### src/rtl/spart_mem_arbiter.sv
// Round-robin arbiter sharing the SPART memory port between I$ and D$.
// One transaction in flight, registered outputs, optional watchdog.
module spart_mem_arbiter #(
  parameter int ADDR_W  = 28,
  parameter int DATA_W  = 32,
  parameter int TIMEOUT = 1024,
  parameter logic [DATA_W-1:0] ERR_DATA = DATA_W'(32'hDEAD_BEEF)
) (
  input  logic              clk,
  input  logic              rst,
  input  logic [ADDR_W-1:0] req0_addr,
  input  logic [DATA_W-1:0] req0_wr_data,
  input  logic              req0_rw,
  input  logic              req0_valid,
  output logic              req0_ready,
  output logic [DATA_W-1:0] req0_rd_data,
  output logic              req0_err,
  input  logic [ADDR_W-1:0] req1_addr,
  input  logic [DATA_W-1:0] req1_wr_data,
  input  logic              req1_rw,
  input  logic              req1_valid,
  output logic              req1_ready,
  output logic [DATA_W-1:0] req1_rd_data,
  output logic              req1_err,
  output logic [ADDR_W-1:0] mem_addr,
  output logic [DATA_W-1:0] io_wr_data,
  output logic              io_rw_data,
  output logic              io_valid_data,
  input  logic              io_ready_data,
  input  logic [DATA_W-1:0] io_rd_data,
  output logic              busy,
  output logic              grant_id
);

  localparam int CW = (TIMEOUT > 1) ? $clog2(TIMEOUT) : 1;

  typedef enum logic [1:0] {
    S_IDLE, S_ISSUE, S_WAIT, S_RESP
  } state_t;

  state_t          state, state_n;
  logic            last_grant;
  logic            pick;
  logic            tmo;
  logic            done;
  logic [CW-1:0]   cnt;
  logic [DATA_W-1:0] resp_data;

  // A tie goes to whoever was not served last.
  assign pick = req1_valid & (~req0_valid | ~last_grant);
  assign tmo  = (TIMEOUT != 0) && (cnt == CW'(TIMEOUT - 1));
  assign done = io_ready_data | tmo;
  assign resp_data = io_ready_data ? io_rd_data : ERR_DATA;

  always_ff @(posedge clk or posedge rst) begin
    if (rst) state <= S_IDLE;
    else     state <= state_n;
  end

  always_comb begin
    state_n = state;
    unique case (state)
      S_IDLE:  if (req0_valid | req1_valid) state_n = S_ISSUE;
      S_ISSUE: state_n = S_WAIT;
      S_WAIT:  if (done) state_n = S_RESP;
      S_RESP:  state_n = S_IDLE;
      default: state_n = S_IDLE;
    endcase
  end

  always_ff @(posedge clk or posedge rst) begin
    if (rst) begin
      last_grant    <= 1'b1;
      grant_id      <= 1'b0;
      cnt           <= '0;
      mem_addr      <= '0;
      io_wr_data    <= '0;
      io_rw_data    <= 1'b0;
      io_valid_data <= 1'b0;
      busy          <= 1'b0;
      req0_ready    <= 1'b0;
      req0_rd_data  <= '0;
      req0_err      <= 1'b0;
      req1_ready    <= 1'b0;
      req1_rd_data  <= '0;
      req1_err      <= 1'b0;
    end else begin
      req0_ready <= 1'b0;
      req1_ready <= 1'b0;
      busy       <= (state_n != S_IDLE);
      unique case (state)
        S_IDLE: begin
          if (req0_valid | req1_valid) begin
            grant_id      <= pick;
            last_grant    <= pick;
            mem_addr      <= pick ? req1_addr : req0_addr;
            io_wr_data    <= pick ? req1_wr_data : req0_wr_data;
            io_rw_data    <= pick ? req1_rw : req0_rw;
            io_valid_data <= 1'b1;
          end
        end
        S_ISSUE: cnt <= '0;
        S_WAIT: begin
          cnt <= cnt + 1'b1;
          if (done) begin
            io_valid_data <= 1'b0;
            if (grant_id) begin
              req1_ready   <= 1'b1;
              req1_rd_data <= resp_data;
              req1_err     <= ~io_ready_data;
            end else begin
              req0_ready   <= 1'b1;
              req0_rd_data <= resp_data;
              req0_err     <= ~io_ready_data;
            end
          end
        end
        S_RESP: ;
        default: ;
      endcase
    end
  end

endmodule

### config.mk
export PLATFORM = sky130hd
export DESIGN_NAME = spart_mem_arbiter
export DESIGN_NICKNAME = d
export VERILOG_FILES = /design/src/rtl/spart_mem_arbiter.sv
export SDC_FILE = /design/constraint.sdc
export NUM_CORES = 1
export LEC_CHECK = 0
export CELL_PAD_IN_SITES_DETAIL_PLACEMENT = 0
export CELL_PAD_IN_SITES_GLOBAL_PLACEMENT = 2
export CORE_ASPECT_RATIO = 1.5
export CORE_MARGIN = 4
export CORE_UTILIZATION = 26
export DETAILED_ROUTE_END_ITERATION = 10
export GPL_ROUTABILITY_DRIVEN = 0
export PLACE_DENSITY_LB_ADDON = 0.2
export SLEW_MARGIN = 20
export SYNTH_ARGS = -nofsm -noshare
export SYNTH_HDL_FRONTEND = slang
export SYNTH_SLANG_ARGS = --single-unit
### constraint.sdc
create_clock -name clk -period 7.6 [get_ports clk]
set_clock_uncertainty 0.15 [all_clocks]
set_input_delay 1.52 -clock clk [delete_from_list [all_inputs] [get_ports clk]]
set_output_delay 1.52 -clock clk [all_outputs]
set_load 0.01 [all_outputs]
==> metrics, run 1 <==
Starting Density about a quarter; GRT Overall Usage 15.5%; Worst Path Arrival roughly 3.9 ns; relative slew slack 24.5%; Worst Hold Launch io_wr_data[4]; PD cells approximately 390 mW/mm2; count of state elements after synthesis between 100 and 150; FF-to-FF Start state[0]; H-tree levels 4; worst-margin pin slew about 1.1 ns; Crit Path Class in -> reg; die footprint 0.0276 mm2; CTS tree built; Post-CTS Setup Repair Bufs 0; Root Buffer clkbuf_16; post-synthesis sequential area ratio between 50 and 60%; hold-fix buffers at CTS 0; row cnt 70; Worst Setup End Kind flip-flop; CP Max Fanout 50; vias in the first global route 6114; Setup TNS Final 0 ns; DR vias 5719; Yosys cell types between 40 and 50; type of origin of the critical path primary input; Port Buffers 290; Critical path origin req1_valid; HPWL after DPL ~15000 um; routed len/inst 17.1 um; cts repair resizes 0; Core Footprint ~0.024 mm2; Final nets ~1100; Hold Path Depth 2; CTS Buf Count 17; first-pass GRT wire length 33800 um; Hold Path Class reg -> reg; Overall Power between 4000 and 5000 uW; Antenna Nets Post-Route 0; largest net degree at the start of global routing roughly 130; final setup fails 0; I/O pin count between 200 and 300; syn avg cell area 10.3 um2; RSZ-0062 raised after global routing false; Leak Pwr roughly 0.0043 uW; antenna violations before repair 0; Final Cycle Share 49.5%; Clock Tree Buf Depth 2; layout cell share with drive strength beyond 1 under 10%; Clock Latency Late Sink ~0.42 ns; status finished, final reports clean; ANT cells 0; Syn Nets roughly 790; VDD IR max 0.000184 V; synthesized area around 0.0065 mm2; Worst Reg-to-Reg Cells 5; fmax roughly 270 MHz; Max-Cap Viols 0; asr flop ratio synth 100%; Post-Syn Instances about 630; Synth top area share between 50 and 60%; Min Clock Period, post-route around 3.8 ns; # DRC 0; First-pass DRT Iterations 4; Initial DRC Count approximately 180; Final Max Tran Viols 0; die height around 200 um; area growth from synthesis to layout 58.5%; grt ovf 0; clk sinks approximately 150; top post-synthesis cells by area dfrtp_1 56%, mux2i_1 9.7%, o22ai_1 4.6%, o21ai_0 4.4%, a21oi_1 4.1%; Synth Warn # 0; cell taking the most area after synthesis dfrtp_1; Final Hold Vio Count 0; EDFF count, synth 0; clock-pin slew on the worst setup and hold paths around 0.060 ns; chip width ~140 um; Routed WL 21200 um; DR vias/cell between 4 and 5; Worst EP required a little under 8 ns; Main synth FF type dfrtp_1; final core utilization between 40% and 50%
==> where the power goes <==
group / switching (uW) / internal (uW) / total [uW]
Sequential: 239 / 1120 / 1360
Combinational: 853 / 973 / 1830
Clock: 332 / 530 / 861
==> cells in the mapped netlist, types with 2 or more instances <==
cell type,instances
dfrtp_1,144
nand2_1,65
mux2i_1,63
inv_1,57
o21ai_0,57
a21oi_1,53
o22ai_1,48
clkbuf_1,21
a22o_1,18
a21o_1,16
buf_2,13
o21ai_1,11
nor2_1,7
buf_4,6
nand3_1,5
ha_1,4
nand2b_1,4
nand4_1,3
or3_1,3
a31oi_1,2
a41oi_1,2
buf_1,2
nand3b_1,2
nor2b_1,2
o31ai_1,2
or4_1,2
==> critical path, stage by stage <==
cell and delay [ns]:
clkdlybuf4s50_1 0.60, a21boi_4 0.55, buf_4 0.78, mux2i_1 0.25
o21ai_0 0.10
==> flip-flops by register name (all words and copies together) (netlist names) <==
| register | cells |
|---|---|
| req1_rd_data | 32 |
| last_grant | 1 |
| busy | 1 |
| grant_id | 1 |
| req0_err | 1 |
| mem_addr | 28 |
| req1_err | 1 |
| req0_rd_data | 32 |
| state | 2 |
| io_valid_data | 1 |
| req1_ready | 1 |
| io_wr_data | 32 |
| req0_ready | 1 |
| io_rw_data | 1 |
| cnt | 10 |
==> worst paths after layout <==
path / endpoint / slack (ns)
max in group asynchronous: req0_rd_data[8] / 4.41
min in group asynchronous: req0_ready / 1.46
worst min register to register: io_wr_data[4] / 0.33
worst max-delay path: io_wr_data[16] / 3.84
worst max register to register: req1_rd_data[23] / 5.04
worst min-delay path: io_wr_data[4] / 0.33
==> metal layers <==
| layer | vias up | share of wire, % | GRT usage (%) |
|---|---|---|---|
| met5 | - | 0 | 0 |
| met4 | 0 | 1.5 | 4.74 |
| met3 | 19 | 11 | 7.78 |
| met2 | 229 | 48 | 25.4 |
| met1 | 2724 | 39 | 17.7 |
| li1 | 2747 | - | - |
==> stage by stage <==
stage	setup slack, ns	instance area (um2)	std cells	hold slack [ns]
CTS	3.81	10300	1236	0.333
global placement	3.42	9650	1204	0.313
detailed placement	3.34	9660	1204	0.319
global route	3.62	10300	1237	0.348
floorplan	2.04	6480	629	0.354
finish	3.84	10300	1237	0.326
==> placed cells by master (no fill, tap or decap), types with 5 or more instances in the layout <==
cell type          n
o21ai_0           57
o22ai_1           48
a21oi_1           53
dfrtp_1          144
clkbuf_8           5
clkbuf_16         17
nor2_1             7
a22o_1            18
o21ai_1           11
inv_1             56
clkdlybuf4s50_1  290
nand2_1           65
mux2i_1           63
a21o_1            16
==> logic make-up (layout without fill, tap and decap cells) <==
logic type                 Yosys count  count (layout)  share of synthesized area, %
xor gates and xnor gates             1               1                         0.135
AOI/OAI and AO/OA                  214             214                          19.7
DFF                                145             145                          56.0
adders and majority gates            4               4                         0.772
and+or+nand+nor                    101             101                          7.14
muxes                               63              63                          9.73
buffers and inverters              101             385                          6.56
==> final cells by class <==
type                    count  area [um2]
multi-input cells         383        2470
inverters                  58         223
fillers                  2311       14200
clock buffers              25         505
well taps                 324         405
repair buffers            295        2950
clock inverters             7        96.3
flip-flops and latches    145        3630
Note: power is estimated with default switching activity, not from simulation.
==> run 2, diff against run 1 <==
--- a/config.mk
+++ b/config.mk
@@ -9,7 +9,7 @@
 export CELL_PAD_IN_SITES_GLOBAL_PLACEMENT = 2
 export CORE_ASPECT_RATIO = 1.5
 export CORE_MARGIN = 4
-export CORE_UTILIZATION = 26
+export CORE_UTILIZATION = 22
 export DETAILED_ROUTE_END_ITERATION = 10
 export GPL_ROUTABILITY_DRIVEN = 0
 export PLACE_DENSITY_LB_ADDON = 0.2
==> constraint.sdc (replaced) <==
create_clock -name clk -period 3 [get_ports clk]
set_clock_uncertainty 0.15 [all_clocks]
set_input_delay 0.6 -clock clk [delete_from_list [all_inputs] [get_ports clk]]
set_output_delay 0.6 -clock clk [all_outputs]
set_load 0.01 [all_outputs]
==> metrics, run 2 (synthesized netlist as in run 1, its figures left out) <==
status finished, final reports clean; Max-Cap Viols 0; met3 WL ~2600 um; Final Hold Vio Count 0; chip width ~150 um; final setup fails 0; PD cells 980 mW/mm2; Critical Path, Cell by Cell clkdlybuf4s50_1; die height roughly 220 um; slowest cell on the critical path clkdlybuf4s50_1; clk sinks ~150; DP Area 0.00996 mm2; Starting Density around 22%; R2R Path End req1_rd_data[7]; Reg2Reg Setup Slack 0.88 ns; FF-to-FF Start state[0]; met2 wire length roughly 10000 um; area growth from synthesis to layout 62.5%; grt ovf 0; I/O pin count approximately 290; Worst Setup End Kind output port; Post-CTS Setup Repair Bufs 0; layout cell share with drive strength beyond 1 ~6.3%; CP max stage delay between 0.6 and 0.7 ns; Routed WL around 22000 um; Leak Pwr roughly 0.0044 uW; biggest regs io_wr_data: 32 flops, req0_rd_data: 32 flops, req1_rd_data: 32 flops; Min Clock Period, post-route between 2 and 2.5 ns; design area approximately 0.011 mm2; die footprint around 0.032 mm2; Final nets roughly 1100; Clock Latency Late Sink between 0.4 and 0.5 ns; buffers plus inverters on the worst setup path 1; Antenna Nets Post-Route 0; CTS Buf Count 17; # DRC 0; M1 WL between 9000 and 10000 um; RSZ-0062 raised after global routing false; clock-pin slew on the worst setup and hold paths approximately 0.060 ns; vias in the first global route ~5800; commonest cells after routing, fill and taps aside 290 x clkdlybuf4s50_1, 144 x dfrtp_1, 65 x nand2_1; uppermost layer routed met4; largest net degree at the start of global routing between 60 and 70; Port Buffers between 200 and 300; CP Max Fanout 10; Hold Path Sink mem_addr[17]; cts repair resizes 0; hold-fix buffers at CTS 0; Clock Tree Buf Depth 2; Hold Path Class reg -> reg; DR vias 5634; Root Buffer clkbuf_16; Final Max Tran Viols 0; HPWL after DPL roughly 16000 um; Setup TNS Final 0 ns; commonest non-fill, non-tap cell in the layout clkdlybuf4s50_1; Worst Reg-to-Reg Cells 6; First-pass DRT Iterations 4; first-pass GRT wire length about 35000 um; CTS tree built; type of origin of the critical path flip-flop; Hold Path Depth 2; worst slack, placed around 0.47 ns; Worst EP required approximately 2.3 ns; final setup margin slightly above 0.6 ns; Critical path origin grant_id; routed len/inst ~17 um; VDD IR max 0.000376 V; Overall Power 10300 uW; Worst path top cell family by delay buffers and inverters; GRT Overall Usage 13.8%; Worst Hold Launch mem_addr[17]; H-tree levels 4; fmax roughly 420 MHz; relative slew slack between 60 and 70%; Final Cycle Share approximately 80%; DR vias/cell 4.27; Worst Path Arrival between 1.5 and 2 ns; antenna violations before repair 1; Core Footprint 0.0289 mm2; Initial DRC Count between 150 and 200; Crit Path Class reg -> out; row cnt between 70 and 80; worst-margin pin slew 0.532 ns; final core utilization 36.4%
-- run 2: cell types whose count changed in the layout (fill, tap and decap cells not counted), sizes merged --
cell | previous run | this run
inv | 60 | 57
clkinvlp | 0 | 5
buf | 5 | 20
bufinv | 2 | 1
clkbuf | 25 | 24
diode | 0 | 1
-- run 2: final cells by class --
class | instances | area (um2)
diodes | 1 | 2.50
clock buffers | 24 | 492
clock inverters | 8 | 78.8
fillers | 3004 | 18400
inverters | 58 | 221
multi-input cells | 383 | 2460
flip-flops and latches | 145 | 3630
well taps | 390 | 488
repair buffers | 310 | 3170
-- run 2: power breakdown --
part           internal [uW]  switching, uW
logic                   2620           2230
registers               2830            574
clock network           1230            852
-- run 2: how the worst max path moves through the flow --
stage | slack, ns | endpoint | depth (start not counted)
final | 0.60 | grant_id | 1
after CTS | 0.55 | grant_id | 1
after floorplan | 0.43 | busy | 1
after global routing | 0.50 | grant_id | 1
after detailed placement | 0.47 | io_wr_data[2] | 5
after global placement | 0.52 | io_wr_data[2] | 5
-- run 2: per-layer routing --
metal | GRT usage (%) | vias to the layer above
met2 | 22.2 | 237
met4 | 4.50 | 0
met1 | 15.6 | 2602
met3 | 7.57 | 15
met5 | 0 | -
li1 | - | 2780
-- run 2: stage by stage --
stage / std cells / hold WS (ns)
2_1_floorplan: 629 / 0.354
3_3_place_gp: 1286 / 0.311
3_5_place_dp: 1286 / 0.319
4_1_cts: 1318 / 0.333
5_1_grt: 1319 / 0.347
6_report: 1319 / 0.324
-- run 2: worst reg2reg max path, stage by stage (launching register included) --
cell	delay [ns]
dfrtp_1	0.40
inv_1	0.11
ha_1	0.39
and2_1	0.53
buf_12	0.23
o22ai_1	0.10
a21oi_1	0.13
==> run 3, diff against run 2 <==
--- a/config.mk
+++ b/config.mk
@@ -9,7 +9,7 @@
 export CELL_PAD_IN_SITES_GLOBAL_PLACEMENT = 2
 export CORE_ASPECT_RATIO = 1.5
 export CORE_MARGIN = 4
-export CORE_UTILIZATION = 22
+export CORE_UTILIZATION = 24
 export DETAILED_ROUTE_END_ITERATION = 10
 export GPL_ROUTABILITY_DRIVEN = 0
 export PLACE_DENSITY_LB_ADDON = 0.2
==> constraint.sdc (replaced) <==
create_clock -name clk -period 2.5 [get_ports clk]
set_clock_uncertainty 0.15 [all_clocks]
set_input_delay 0.5 -clock clk [delete_from_list [all_inputs] [get_ports clk]]
set_output_delay 0.5 -clock clk [all_outputs]
set_load 0.01 [all_outputs]
==> metrics, run 3 (synthesized netlist as in run 1, its figures left out) <==
status finished, final reports clean; clk sinks between 100 and 150; Hold Path Class reg -> reg; worst-margin pin slew between 0.5 and 0.6 ns; I/O pin count 291; slowest cell on the critical path clkdlybuf4s50_1; cts repair resizes 0; Setup TNS Final 0 ns; Max-Cap Viols 0; commonest non-fill, non-tap cell in the layout clkdlybuf4s50_1; Worst Setup End Kind output port; CP Max Fanout 10; die footprint just under 0.03 mm2; type of origin of the critical path flip-flop; Final Cycle Share just over 90%; first-pass GRT wire length ~33000 um; Final nets around 1100; Sw Ratio roughly 36%; CP max stage delay 0.69 ns; clock-pin slew on the worst setup and hold paths around 0.06 ns; Min Clock Period, post-route roughly 2.3 ns; Root Buffer clkbuf_16; routed len/inst ~17 um; Filler cells 2658; Leak Pwr 0.00435 uW; hold-fix buffers at CTS 0; Final Max Tran Viols 0; R2R Path End cnt[7]; largest net degree at the start of global routing 92; HPWL after DPL between 15000 and 20000 um; Initial DRC Count roughly 150; Worst Hold Launch io_wr_data[22]; Worst Path Arrival approximately 1.6 ns; First-pass DRT Iterations 4; CTS tree built; grt ovf 0; row cnt 73; Placed Cells 1232; vias in the first global route approximately 5800; layout cell share with drive strength beyond 1 under 10%; Clock Tree Buf Depth 2; Post-CTS Setup Repair Bufs 0; antenna violations before repair 0; Antenna Nets Post-Route 0; FF-to-FF Start state[0]; fmax about 440 MHz; share of power burned in registers between 30 and 40%; CTS Buf Count 17; Core Footprint 0.0266 mm2; GRT Overall Usage 14.3%; chip width 142 um; relative slew slack about two thirds; Overall Power approximately 12000 uW; combinational power share 47.2%; Worst Reg-to-Reg Cells 5; DR vias about 5600; Hold Path Depth 2; H-tree levels 4; buffers plus inverters on the worst setup path 1; Worst EP required 1.85 ns; VDD IR max 0.000522 V; Routed WL 21600 um; Clock Latency Late Sink roughly 0.42 ns; ANT cells 0; DR vias/cell ~4.5; Worst path top cell family by delay buffers and inverters; PD cells 1160 mW/mm2; Clock power frac around a fifth; area growth from synthesis to layout 61.0%; DP Area between 0.009 and 0.01 mm2; design area around 0.010 mm2; Crit Path Class reg -> out; die height roughly 210 um; # DRC 0; Hold Path Sink io_wr_data[22]; final setup fails 0; Power Internal about 7800 uW; Critical Path, Cell by Cell clkdlybuf4s50_1; Reg2Reg Setup Slack between 0.5 and 0.6 ns; final cell count without fillers between 1000 and 1500; biggest regs io_wr_data: 32 flops, req0_rd_data: 32 flops, req1_rd_data: 32 flops; Starting Density between 20% and 30%; Port Buffers 290; Final Hold Vio Count 0; Switch Pwr about 4400 uW; RSZ-0062 raised after global routing false; commonest cells after routing, fill and taps aside 290 x clkdlybuf4s50_1, 144 x dfrtp_1, 65 x nand2_1
[run 3: changes by cell type in the layout (fill, tap and decap cells not counted), moves of 2 or more]
cell,before,now
clkinv_4,1,4
buf_12,9,11
buf_4,11,8
clkinv_2,2,5
clkbuf_8,4,0
[run 3: layout make-up]
class / count / area [um2] / area share (%)
clock buffer: 19 / 433 / 4.15
clock inverter: 13 / 91.3 / 0.875
inverter: 58 / 221 / 2.12
multi-input combinational: 383 / 2460 / 23.6
sequential: 145 / 3630 / 34.8
tap: 337 / 422 / 4.04
timing repair buffer: 309 / 3180 / 30.5
[run 3: worst max path at each step]
stage | startpoint | end | cells after the start
2_1_floorplan | rst | busy | 1
3_3_place_gp | req1_valid | io_wr_data[27] | 6
3_5_place_dp | req1_valid | mem_addr[14] | 6
4_1_cts | grant_id | grant_id | 1
5_1_grt | grant_id | grant_id | 1
6_report | grant_id | grant_id | 1
[run 3: layer usage]
| metal | share of wire, % | GRT usage (%) | vias up | wire (um) |
|---|---|---|---|---|
| met4 | 1.1 | 4.04 | 0 | 242 |
| li1 | - | - | 2789 | - |
| met5 | 0 | 0 | - | 0 |
| met1 | 41 | 16.6 | 2591 | 8850 |
| met2 | 46 | 22.9 | 230 | 10000 |
| met3 | 11 | 7.41 | 15 | 2450 |
[run 3: through the flow]
| stage | setup WS, ns | util [%] | hold slack [ns] |
|---|---|---|---|
| 6_report | 0.207 | 39.3 | 0.323 |
| 5_1_grt | 0.0841 | 39.3 | 0.353 |
| 4_1_cts | 0.139 | 39.3 | 0.334 |
| 3_5_place_dp | 0.154 | 37.3 | 0.320 |
| 3_3_place_gp | 0.237 | 37.3 | 0.311 |
| 2_1_floorplan | 0.0318 | - | 0.354 |
[run 3: worst min-delay path, cell delays in order (launching register included)]
cell     delay, ns
dfrtp_1       0.34
nand2_1       0.04
o21ai_0       0.05
[run 3: power groups by stage]
stage / Clock, uW / Combinational (uW) / Sequential, uW
after global placement: 0 / 5840 / 4100
after detailed placement: 0 / 5830 / 4140
after global routing: 2500 / 6290 / 4250
after floorplan: 0 / 2310 / 4490
after CTS: 2410 / 5840 / 4130
final: 2310 / 5730 / 4110
